File: src/rtl/fetch_stage.sv
// IF stage of the 5-stage MIPS pipeline: PC register, IF/ID pipeline register,
// RUN/HALT syscall machine and saturating fetch/stall debug counters.
module fetch_stage #(
  parameter logic [31:0] RESET_PC   = 32'h0000_0000,
  parameter logic [31:0] HALT_INSTR = 32'h0000_000C,
  parameter int unsigned CNT_W      = 32
) (
  input  logic             clk,
  input  logic             rst,
  input  logic             PC_write,
  input  logic             IF_ID_write,
  input  logic             br_taken,
  input  logic [31:0]      br_target,
  input  logic             jump,
  input  logic [31:0]      jump_target,
  input  logic             resume,
  output logic [31:0]      imem_addr,
  input  logic [31:0]      imem_data,
  output logic [31:0]      IF_ID_Instr,
  output logic [31:0]      IF_ID_PC4,
  output logic             IF_ID_Valid,
  output logic             halted,
  output logic [CNT_W-1:0] fetch_count,
  output logic [CNT_W-1:0] stall_count
);

  typedef enum logic {RUN, HALT} state_t;

  localparam logic [CNT_W-1:0] CNT_ONE = {{(CNT_W-1){1'b0}}, 1'b1};

  state_t      state, state_next;
  logic [31:0] pc, pc_next, pc4;
  logic        load_valid;
  logic        count_stall;

  assign imem_addr = pc;
  assign pc4       = pc + 32'd4;
  assign halted    = (state == HALT);

  // Next PC, next state and the fetch/stall qualifiers
  always_comb begin
    pc_next     = pc;
    state_next  = state;
    load_valid  = 1'b0;
    count_stall = 1'b0;

    if (br_taken) begin
      pc_next    = br_target;
      state_next = RUN;
    end else if (jump) begin
      pc_next = jump_target;
    end else if (state == HALT) begin
      if (resume) state_next = RUN;
    end else begin
      if (PC_write) pc_next = pc4;
      else          count_stall = 1'b1;
      if (IF_ID_write) begin
        load_valid = 1'b1;
        if (imem_data == HALT_INSTR) state_next = HALT;
      end
    end
  end

  // PC and state registers
  always_ff @(posedge clk or posedge rst) begin
    if (rst) begin
      pc    <= RESET_PC;
      state <= RUN;
    end else begin
      pc    <= pc_next;
      state <= state_next;
    end
  end

  // IF/ID register: squash on redirect, hold on stall, bubble in HALT, else load
  always_ff @(posedge clk or posedge rst) begin
    if (rst) begin
      IF_ID_Instr <= '0;
      IF_ID_PC4   <= '0;
      IF_ID_Valid <= 1'b0;
    end else if (br_taken || jump) begin
      IF_ID_Instr <= '0;
      IF_ID_PC4   <= '0;
      IF_ID_Valid <= 1'b0;
    end else if (!IF_ID_write) begin
      IF_ID_Instr <= IF_ID_Instr;
      IF_ID_PC4   <= IF_ID_PC4;
      IF_ID_Valid <= IF_ID_Valid;
    end else if (state == HALT) begin
      IF_ID_Instr <= '0;
      IF_ID_PC4   <= '0;
      IF_ID_Valid <= 1'b0;
    end else begin
      IF_ID_Instr <= imem_data;
      IF_ID_PC4   <= pc4;
      IF_ID_Valid <= 1'b1;
    end
  end

  // Saturating debug counters
  always_ff @(posedge clk or posedge rst) begin
    if (rst) begin
      fetch_count <= '0;
      stall_count <= '0;
    end else begin
      if (load_valid && (fetch_count != '1))  fetch_count <= fetch_count + CNT_ONE;
      if (count_stall && (stall_count != '1)) stall_count <= stall_count + CNT_ONE;
    end
  end

endmodule

File: config.mk
export PLATFORM = sky130hd
export DESIGN_NAME = fetch_stage
export DESIGN_NICKNAME = d
export VERILOG_FILES = /design/src/rtl/fetch_stage.sv
export SDC_FILE = /design/constraint.sdc
export NUM_CORES = 1
export LEC_CHECK = 0
export CAP_MARGIN = 20
export CORE_MARGIN = 2
export CORE_UTILIZATION = 40
export DETAILED_ROUTE_END_ITERATION = 8
export PLACE_DENSITY_LB_ADDON = 0.1
export SETUP_SLACK_MARGIN = 0.15
export SYNTH_ARGS = -nofsm -noshare
export SYNTH_HDL_FRONTEND = slang
export SYNTH_SLANG_ARGS = --single-unit
File: constraint.sdc
create_clock -name clk -period 4.7 [get_ports clk]
set_input_delay 0.47 -clock clk [delete_from_list [all_inputs] [get_ports clk]]
set_output_delay 0.47 -clock clk [all_outputs]
set_load 0.05 [all_outputs]
Word level (Yosys, flattened, before mapping)
Index checks and enable logic that the tools add are counted.

Add/sub/neg operators: 3. Equality and inequality tests: 5. Multiplexer cells: 27. Reduce and logical (&&, ||, !) cells: 6.

Operators with widths (number): $mux W32 (10); $add A32 B1 Y32 const B (2); $ne A32 B32 Y1 const B (2); $add A32 B3 Y32 const B (1); $eq A32 B4 Y1 const B (1); $mux W1 (17); $ne A3 B3 Y1 const B (1); $reduce_bool A3 Y1 (1); $logic_and A1 B1 Y1 (2); $ne A2 B2 Y1 const B (1); $reduce_and A2 Y1 (1); $reduce_bool A2 Y1 (1); $logic_or A1 B1 Y1 (1).

Register bits after elaboration: 162. Output and inout port bits: 162. Logic and storage cells: 48.

Longest topological paths before layout
Gate-level depths: netlist of the first run.

Depth after elaboration: 6. Mapped depth: 9. Mapped depth without buffers: 6.

Worst setup path after synthesis of the first run
Ideal clock, no wire load.

Path type: register to register. Start: register stall_count[0]. End: register stall_count[20]. Setup time: 0.128 ns. Arrival: 2.476 ns. Slack: 2.097 ns. Cell stages (with the launch flop): 9. Path through: dfrtp_1 -> ha_1 -> nand4_1 -> or3_1 -> clkbuf_1 -> or3_1 -> buf_6 -> nor3_2 -> mux2_1.

Cells in the longest elaborated chain, start to end: 2. Elaborated cells between the ends (all ways): 3. Classes of those cells: add/sub: 1; eq/ne: 1; reduce/logical: 1.

RTL lines: start, declared (line 24) `output logic [CNT_W-1:0] stall_count`; start signal, assigned (line 107) `if (count_stall && (stall_count != '1)) stall_count <= stall_count + CNT_ONE;`; branches (longest 2 deep; another with $add A32 B1 Y32).

Parallel ways; which one is timed is not known. A chain may end at the register's enable or synchronous reset.

Worst setup path after layout of the first run
Start: input port jump. End: register fetch_count[29].

Cells in the longest elaborated chain, start to end: 3.

RTL lines: start, declared (line 14) `input logic jump,`; $mux W1 (line 50) `end else if (jump) begin`; $mux W1 (line 47) `if (br_taken) begin`; $logic_and A1 B1 Y1 (line 106) `if (load_valid && (fetch_count != '1)) fetch_count <= fetch_count + CNT_ONE;`; end signal, assigned (line 106); end, declared (line 23) `output logic [CNT_W-1:0] fetch_count,`.

Every way passes these cells.

==> results of run 1 <==
metal layers:
metal  vias to the layer above  share of wire (%)
met5                         -                  0
met2                       223                 47
met1                      3429                 44
met3                        34                6.4
li1                       3419                  -
met4                         0                2.2
cells in the mapped netlist (7+ instances only):
cell | instances | area share, %
dfrtp_1 | 162 | 51
nand2_1 | 86 | 4.0
xor2_1 | 57 | 6.2
o21ai_0 | 54 | 3.4
a22o_1 | 46 | 5.0
nand3_1 | 42 | 2.6
xnor2_1 | 37 | 4.0
nor2_1 | 35 | 1.6
clkbuf_1 | 34 | 1.6
nand4_1 | 29 | 2.3
nor3_1 | 24 | 1.5
nor4_1 | 23 | 1.8
a21oi_1 | 17 | 1.1
inv_1 | 17 | 0.80
a22oi_1 | 13 | 1.2
a2bb2oi_1 | 12 | 1.3
a31oi_1 | 9 | 0.70
and3_1 | 9 | 0.70
and4_1 | 7 | 0.76
sequential cells by signal, summed over array words and instances (netlist names):
register,count
IF_ID_Instr,32
IF_ID_PC4,32
fetch_count,32
imem_addr,32
stall_count,32
IF_ID_Valid,1
halted,1
worst reg2reg max path, delay by kind of cell (launching register included):
| kind | cells | cell delay (ps) |
|---|---|---|
| AOI/OAI and AO/OA | 1 | 320 |
| xor gates and xnor gates | 1 | 170 |
| DFF | 1 | 510 |
| and+or+nand+nor | 3 | 1850 |
how the worst min path moves through the flow:
stage                       start            end  slack, ps  cells after the start
floorplan                  resume         halted        580                      1
global placement     IF_ID_PC4[4]   IF_ID_PC4[4]        460                      2
detailed placement   IF_ID_PC4[4]   IF_ID_PC4[4]        470                      2
CTS                  IF_ID_PC4[4]   IF_ID_PC4[4]        480                      2
global route        IF_ID_PC4[24]  IF_ID_PC4[24]        510                      2
finish              IF_ID_PC4[27]  IF_ID_PC4[27]        480                      2
layout make-up:
class / instances / area share, %
Clock buffer: 19 / 3.85
Clock inverter: 13 / 0.915
Inverter: 17 / 0.588
Multi-Input combinational cell: 576 / 32.7
Sequential cell: 162 / 35.3
Tap cell: 265 / 2.89
Timing Repair Buffer: 274 / 23.8
logic make-up (layout without fill, tap and decap cells):
family	count (synthesis)	after routing	synth area share, %
flip-flops	162	162	50.5
adder cells (fa/ha/maj)	3	3	0.468
XOR/XNOR	94	94	10.3
buffers and inverters	59	323	2.99
AO/OA/AOI/OAI	175	175	15.1
AND/OR/NAND/NOR	293	293	19.2
multiplexers	11	11	1.47
power breakdown:
group | leakage, nW | switching (mW) | internal, mW
registers | 2.17 | 0.137 | 1.49
clock network | 0.262 | 0.604 | 0.699
logic | 2.29 | 0.567 | 0.345
==> summary.md, run 1 <==
| Metric | Value |
|---|---|
| Area taken by multi-input logic gates | between 3000 and 4000 sq um |
| Die X | ~150 um |
| Vias | just over 7000 |
| Post-route setup slack | about 1700 ps |
| CTS root buf | clkbuf_16 |
| Total gr overflow | 0 |
| Commonest non-fill, non-tap cell in the layout | clkdlybuf4s50_1 |
| Vias per cell | 5.36 |
| Layout cells sized above 1 | around 6% |
| M1 GR Usage | between 30% and 40% |
| R2R cell count | 5 |
| Fillcell total | 1740 |
| Worst Setup SP | jump |
| Final HPWL DP | between 15000 and 20000 um |
| Total number of yosys warnings | 0 |
| FF+latch count, synth | 162 |
| PwrDens | 334 nW/um^2 |
| Prevailing post-synth register cell | dfrtp_1 |
| Startpoint Class | primary input |
| TNS Setup | 0 ps |
| CP Buf/Inv Count | 2 |
| Vias in the first global route | 6828 |
| Slowest stage delay, CP | between 900 and 1000 ps |
| Sequential cell area | between 4000 and 5000 sq um |
| Area grow syn2layout | 43.2% |
| Post-cts sizing count | 0 |
| Slowest CP cell | or4b_1 |
| Fin util | just under 60% |
| Reg2reg setup slack | about 1800 ps |
| I/O Pins | about 270 |
| Slew @ Worst Pin | 1060 ps |
| Max VDD drop | between 0.0002 and 0.00025 V |
| Slew Viols, Final | 0 |
| GRT Resource Usage Total | about 23% |
| Worst hold slack | between 400 and 500 ps |
| Fin cells | approximately 1300 |
| Routed WL per cell | between 15 and 20 um |
| Gpl congestion | between 0.8 and 0.9 |
| Outcome | finished, final reports clean |
| Die area | around 21000 sq um |
| Worst rel slew slack | 29.1% |
| Placed Area | approximately 11000 sq um |
| Initial antenna violation count | 0 |
| Post-synthesis sequential area ratio | about half |
| Number of diodes | 0 |
| Syn Nets | about 900 |
| Initial DRC Count | around 320 |
| Worst EP required | approximately 5100 ps |
| Placed cells | 1293 |
| Pre-CTS setup slack | 1220 ps |
| CP Capture Type | flip-flop |
| Reg-to-reg endpoint | fetch_count[29] |
| Final Cycle Share | between 60% and 70% |
| P_leak | ~4.7 nW |
| Worst setup path end | fetch_count[29] |
| Final Skew | around 8.0 ps |
| Post-route antenna net violation count | 0 |
| Syn Inst Count | ~800 |
| CTS tree | yes |
| Data arrival, critical path | around 3400 ps |
| Core box area | slightly below 20000 sq um |
| Commonest cells after routing, fill and taps aside | 263 x clkdlybuf4s50_1, 162 x dfrtp_1, 86 x nand2_1 |
| Std-Cell Rows | ~50 |
| CP Max Fanout | 31 |
| Avg Inst Size Synth | 10.1 sq um |
| Final setup fails | 0 |
| RSZ-0062 raised after global routing | false |
| Mapped cell area | 8020 sq um |
| Total CTS buffers | 17 |
| First-pass GRT wire length | 38200 um |
| Design area | roughly 11000 sq um |
| Initial core utilization | 41.0% |
| # hold bufs at CTS | 0 |
| Post-synth EDFFs | 0 |
| Critical Path, Cell by Cell | clkdlybuf4s50_1, buf_4, or4b_1, nor2_1, o211ai_1, nor4_1, xor2_1 |
| Remaining DRCs | 0 |
| Largest net degree at the start of global routing | 83 |
| Worst skew pair latency | roughly 430 ps |
| # Post-CTS Setup Buffers | 0 |
| Async set-reset flop share out of synthesis | 100% |
| Yosys cell types | 55 |
| WP depth | 7 |
| Worst-path clk slew | roughly 70 ps |
| Met2 usage | between 30% and 40% |
| PortBufs | between 200 and 300 |
| Die Height | ~150 um |
| H-tree levels | 4 |
| Max_cap viols | 0 |
| DRT Wirelength | between 20000 and 25000 um |
| Fin crit period | 3030 ps |
| CP delay by family, top | simple AND/OR/NAND/NOR gates |
| WS Path Type | primary input to flip-flop |
| Reg2reg start | halted |
| Drt pass-1 iters | 6 |
| Fin nets | 1154 |
| Met3 Use GR | about 6% |
| Sink Count | between 150 and 200 |
| Clk buf depth | 2 |
| Final Hold Viols | 0 |
| Global routing's busiest layer | met2 |
| Design Power | 3.84 mW |
| Fmax | 329 MHz |
| Tightest Hold Check Type | flip-flop to flip-flop |
Power figures use the tool's default switching activity.
==> run 2, diff against run 1 <==
==> constraint.sdc (replaced) <==
create_clock -name clk -period 3 [get_ports clk]
set_input_delay 0.3 -clock clk [delete_from_list [all_inputs] [get_ports clk]]
set_output_delay 0.3 -clock clk [all_outputs]
set_load 0.05 [all_outputs]
==> run 2 against run 1 <==
Clock power grew 72%. Wire length up 2.7%. Worst hold slack worse by 220 ps. Worst setup slack worse by 1100 ps.
==> summary.md, run 2 (synthesis results as in run 1) <==
| Metric | Value |
|---|---|
| Worst skew pair latency | 430 ps (about the same) |
| Slowest CP cell | nor4_2 |
| Total gr overflow | 0 (unchanged) |
| # Post-CTS Setup Buffers | 0 (unchanged) |
| Drt pass-1 iters | 6 (unchanged) |
| Reg power frac | 40.9% (-1.4 points) |
| Clock power frac | 35.9% (+2.0 points) |
| M1 GR Usage | 31.4% (+1.1 points) |
| Worst-path clk slew | 70 ps (about the same) |
| WS Path Type | flip-flop to flip-flop |
| Layout cells sized above 1 | 7.43% (+1.4 points) |
| Max VDD drop | 0.000371 V (+70%) |
| P_sw | 2.09 mW (+60%) |
| Final Skew | 13.7 ps (+5.67 ps) |
| Startpoint Class | flip-flop |
| PwrDens | 533 nW/um^2 (+60%) |
| Pre-CTS setup slack | 380 ps (-843 ps) |
| Outcome | finished, final reports clean |
| Largest net degree at the start of global routing | 43 (-48%) |
| Final HPWL DP | 18100 um (+4.6%) |
| Core box area | 19600 sq um (unchanged) |
| Vias per cell | 5.40 (+0.87%) |
| Slowest stage delay, CP | 590 ps (-380 ps) |
| CTS tree | yes |
| Max_cap viols | 0 (unchanged) |
| RSZ-0062 raised after global routing | false |
| Final Cycle Share | ~80% |
| Worst rel slew slack | 56.4% (+27 points) |
| Clk buf depth | 2 (unchanged) |
| PortBufs | 264 (unchanged) |
| Final setup fails | 0 (unchanged) |
| Initial antenna violation count | 0 (unchanged) |
| Int Pwr | 4.13 mW (+63%) |
| CTS root buf | clkbuf_16 |
| I/O Pins | 265 (unchanged) |
| Final Hold Viols | 0 (unchanged) |
| Fmax | 415 MHz |
| Comb power frac | 23.1% (-0.7 points) |
| Tightest Hold Check Type | primary input to asynchronous set/reset pin |
| Routed WL per cell | 18.2 um (+1.6%) |
| Commonest cells after routing, fill and taps aside | 263 x clkdlybuf4s50_1, 162 x dfrtp_1, 86 x nand2_1 |
| Initial core utilization | 41.0% (unchanged) |
| Net Sw Frac | 33.6% (-0.46 points) |
| Die X | 146 um (unchanged) |
| Post-route antenna net violation count | 0 (unchanged) |
| DRT Wirelength | 24400 um (+2.7%) |
| Number of diodes | 0 (unchanged) |
| H-tree levels | 4 (unchanged) |
| TNS Setup | 0 ps (unchanged) |
| CP Capture Type | flip-flop |
| Die area | 21200 sq um (unchanged) |
| Reg-to-reg endpoint | fetch_count[29] |
| Std-Cell Rows | 51 (unchanged) |
| P_leak | 4.83 nW (+2.4%) |
| Vias in the first global route | 7193 (+5.3%) |
| R2R cell count | 5 (unchanged) |
| Vias | 7248 (+2.0%) |
| Remaining DRCs | 0 (unchanged) |
| Area grow syn2layout | 45.5% |
| Data arrival, critical path | 2760 ps (-630 ps) |
| Fin crit period | 2410 ps |
| Reg2reg start | fetch_count[3] |
| Gpl congestion | 0.820 (+1.7%) |
| Reg2reg setup slack | 590 ps (-1200 ps) |
| GRT Resource Usage Total | 23.3% (+0.81 points) |
| Total CTS buffers | 17 (unchanged) |
| Post-route setup slack | 590 ps (-1070 ps) |
| Sink Count | 162 (unchanged) |
| Met2 usage | 37.8% (+2.3 points) |
| Global routing's busiest layer | met2 |
| Slew @ Worst Pin | 652 ps (-408 ps) |
| Initial DRC Count | 378 (+18%) |
| Slew Viols, Final | 0 (unchanged) |
| Met3 Use GR | 5.36% (-0.75 points) |
| Critical Path, Cell by Cell | nand4_1, nor4_2, o211ai_1, nor4_1, xor2_1 |
| CP Max Fanout | 8 (-74%) |
| Worst EP required | 3350 ps (-1700 ps) |
| # hold bufs at CTS | 0 (unchanged) |
| Commonest non-fill, non-tap cell in the layout | clkdlybuf4s50_1 |
| Die Height | 146 um (unchanged) |
| Post-cts sizing count | 0 (unchanged) |
| First-pass GRT wire length | 39500 um (+3.5%) |
| Fin nets | 1169 (+1.3%) |
==> run 2: cell count changes in the layout (fill, tap and decap cells not counted), sizes merged <==
cell and change:
buf +15, clkbuf -2, bufinv +2, clkinv -2, clkinvlp -3, inv +5
==> run 2: how the worst max path moves through the flow <==
stage,depth (start not counted),startpoint,slack [ps],end
2_1_floorplan,8,stall_count[0],400,stall_count[20]
3_3_place_gp,6,IF_ID_write,400,fetch_count[29]
3_5_place_dp,6,IF_ID_write,380,fetch_count[29]
4_1_cts,5,fetch_count[3],570,fetch_count[29]
5_1_grt,5,fetch_count[3],360,fetch_count[29]
6_report,5,fetch_count[3],590,fetch_count[29]
==> run 2: cell type report <==
class / instances / area, sq um
Clock buffer: 17 / 425
Clock inverter: 15 / 165
Fill cell: 1697 / 7920
Inverter: 17 / 67.6
Multi-Input combinational cell: 576 / 3750
Sequential cell: 162 / 4050
Tap cell: 265 / 332
Timing Repair Buffer: 289 / 2880
==> run 2: power by group through the flow <==
stage / combinational (mW) / clock (mW) / sequential (mW)
2_1_floorplan: 0.369 / 0 / 3.04
3_3_place_gp: 1.44 / 0 / 2.58
3_5_place_dp: 1.45 / 0 / 2.58
4_1_cts: 1.45 / 2.29 / 2.55
5_1_grt: 1.52 / 2.36 / 2.58
6_report: 1.44 / 2.23 / 2.55
==> run 2: worst max-delay path: cells and delay by family, from the launching register on <==
| family | cells | cell delay, ps |
|---|---|---|
| AO/OA/AOI/OAI | 1 | 400 |
| flip-flops | 1 | 450 |
| AND/OR/NAND/NOR | 3 | 1300 |
| XOR/XNOR | 1 | 170 |
==> run 2: through the flow <==
stage                     cells  power [mW]  util [%]  hold WS (ps)  instance area [sq um]
after detailed placement   1309        4.03      56.6           470                  11100
after floorplan             797        3.41         -           415                   8030
final                      1341        6.22      59.6           259                  11700
after CTS                  1341        6.29      59.6           253                  11700
after global routing       1341        6.47      59.6           314                  11700
after global placement     1309        4.02      56.6           461                  11100
==> run 2: routing by layer <==
metal / part of all wire [%] / up-vias
met5: 0 / -
met4: 1.6 / 0
met3: 5.6 / 27
met2: 48 / 221
met1: 44 / 3539
li1: - / 3461
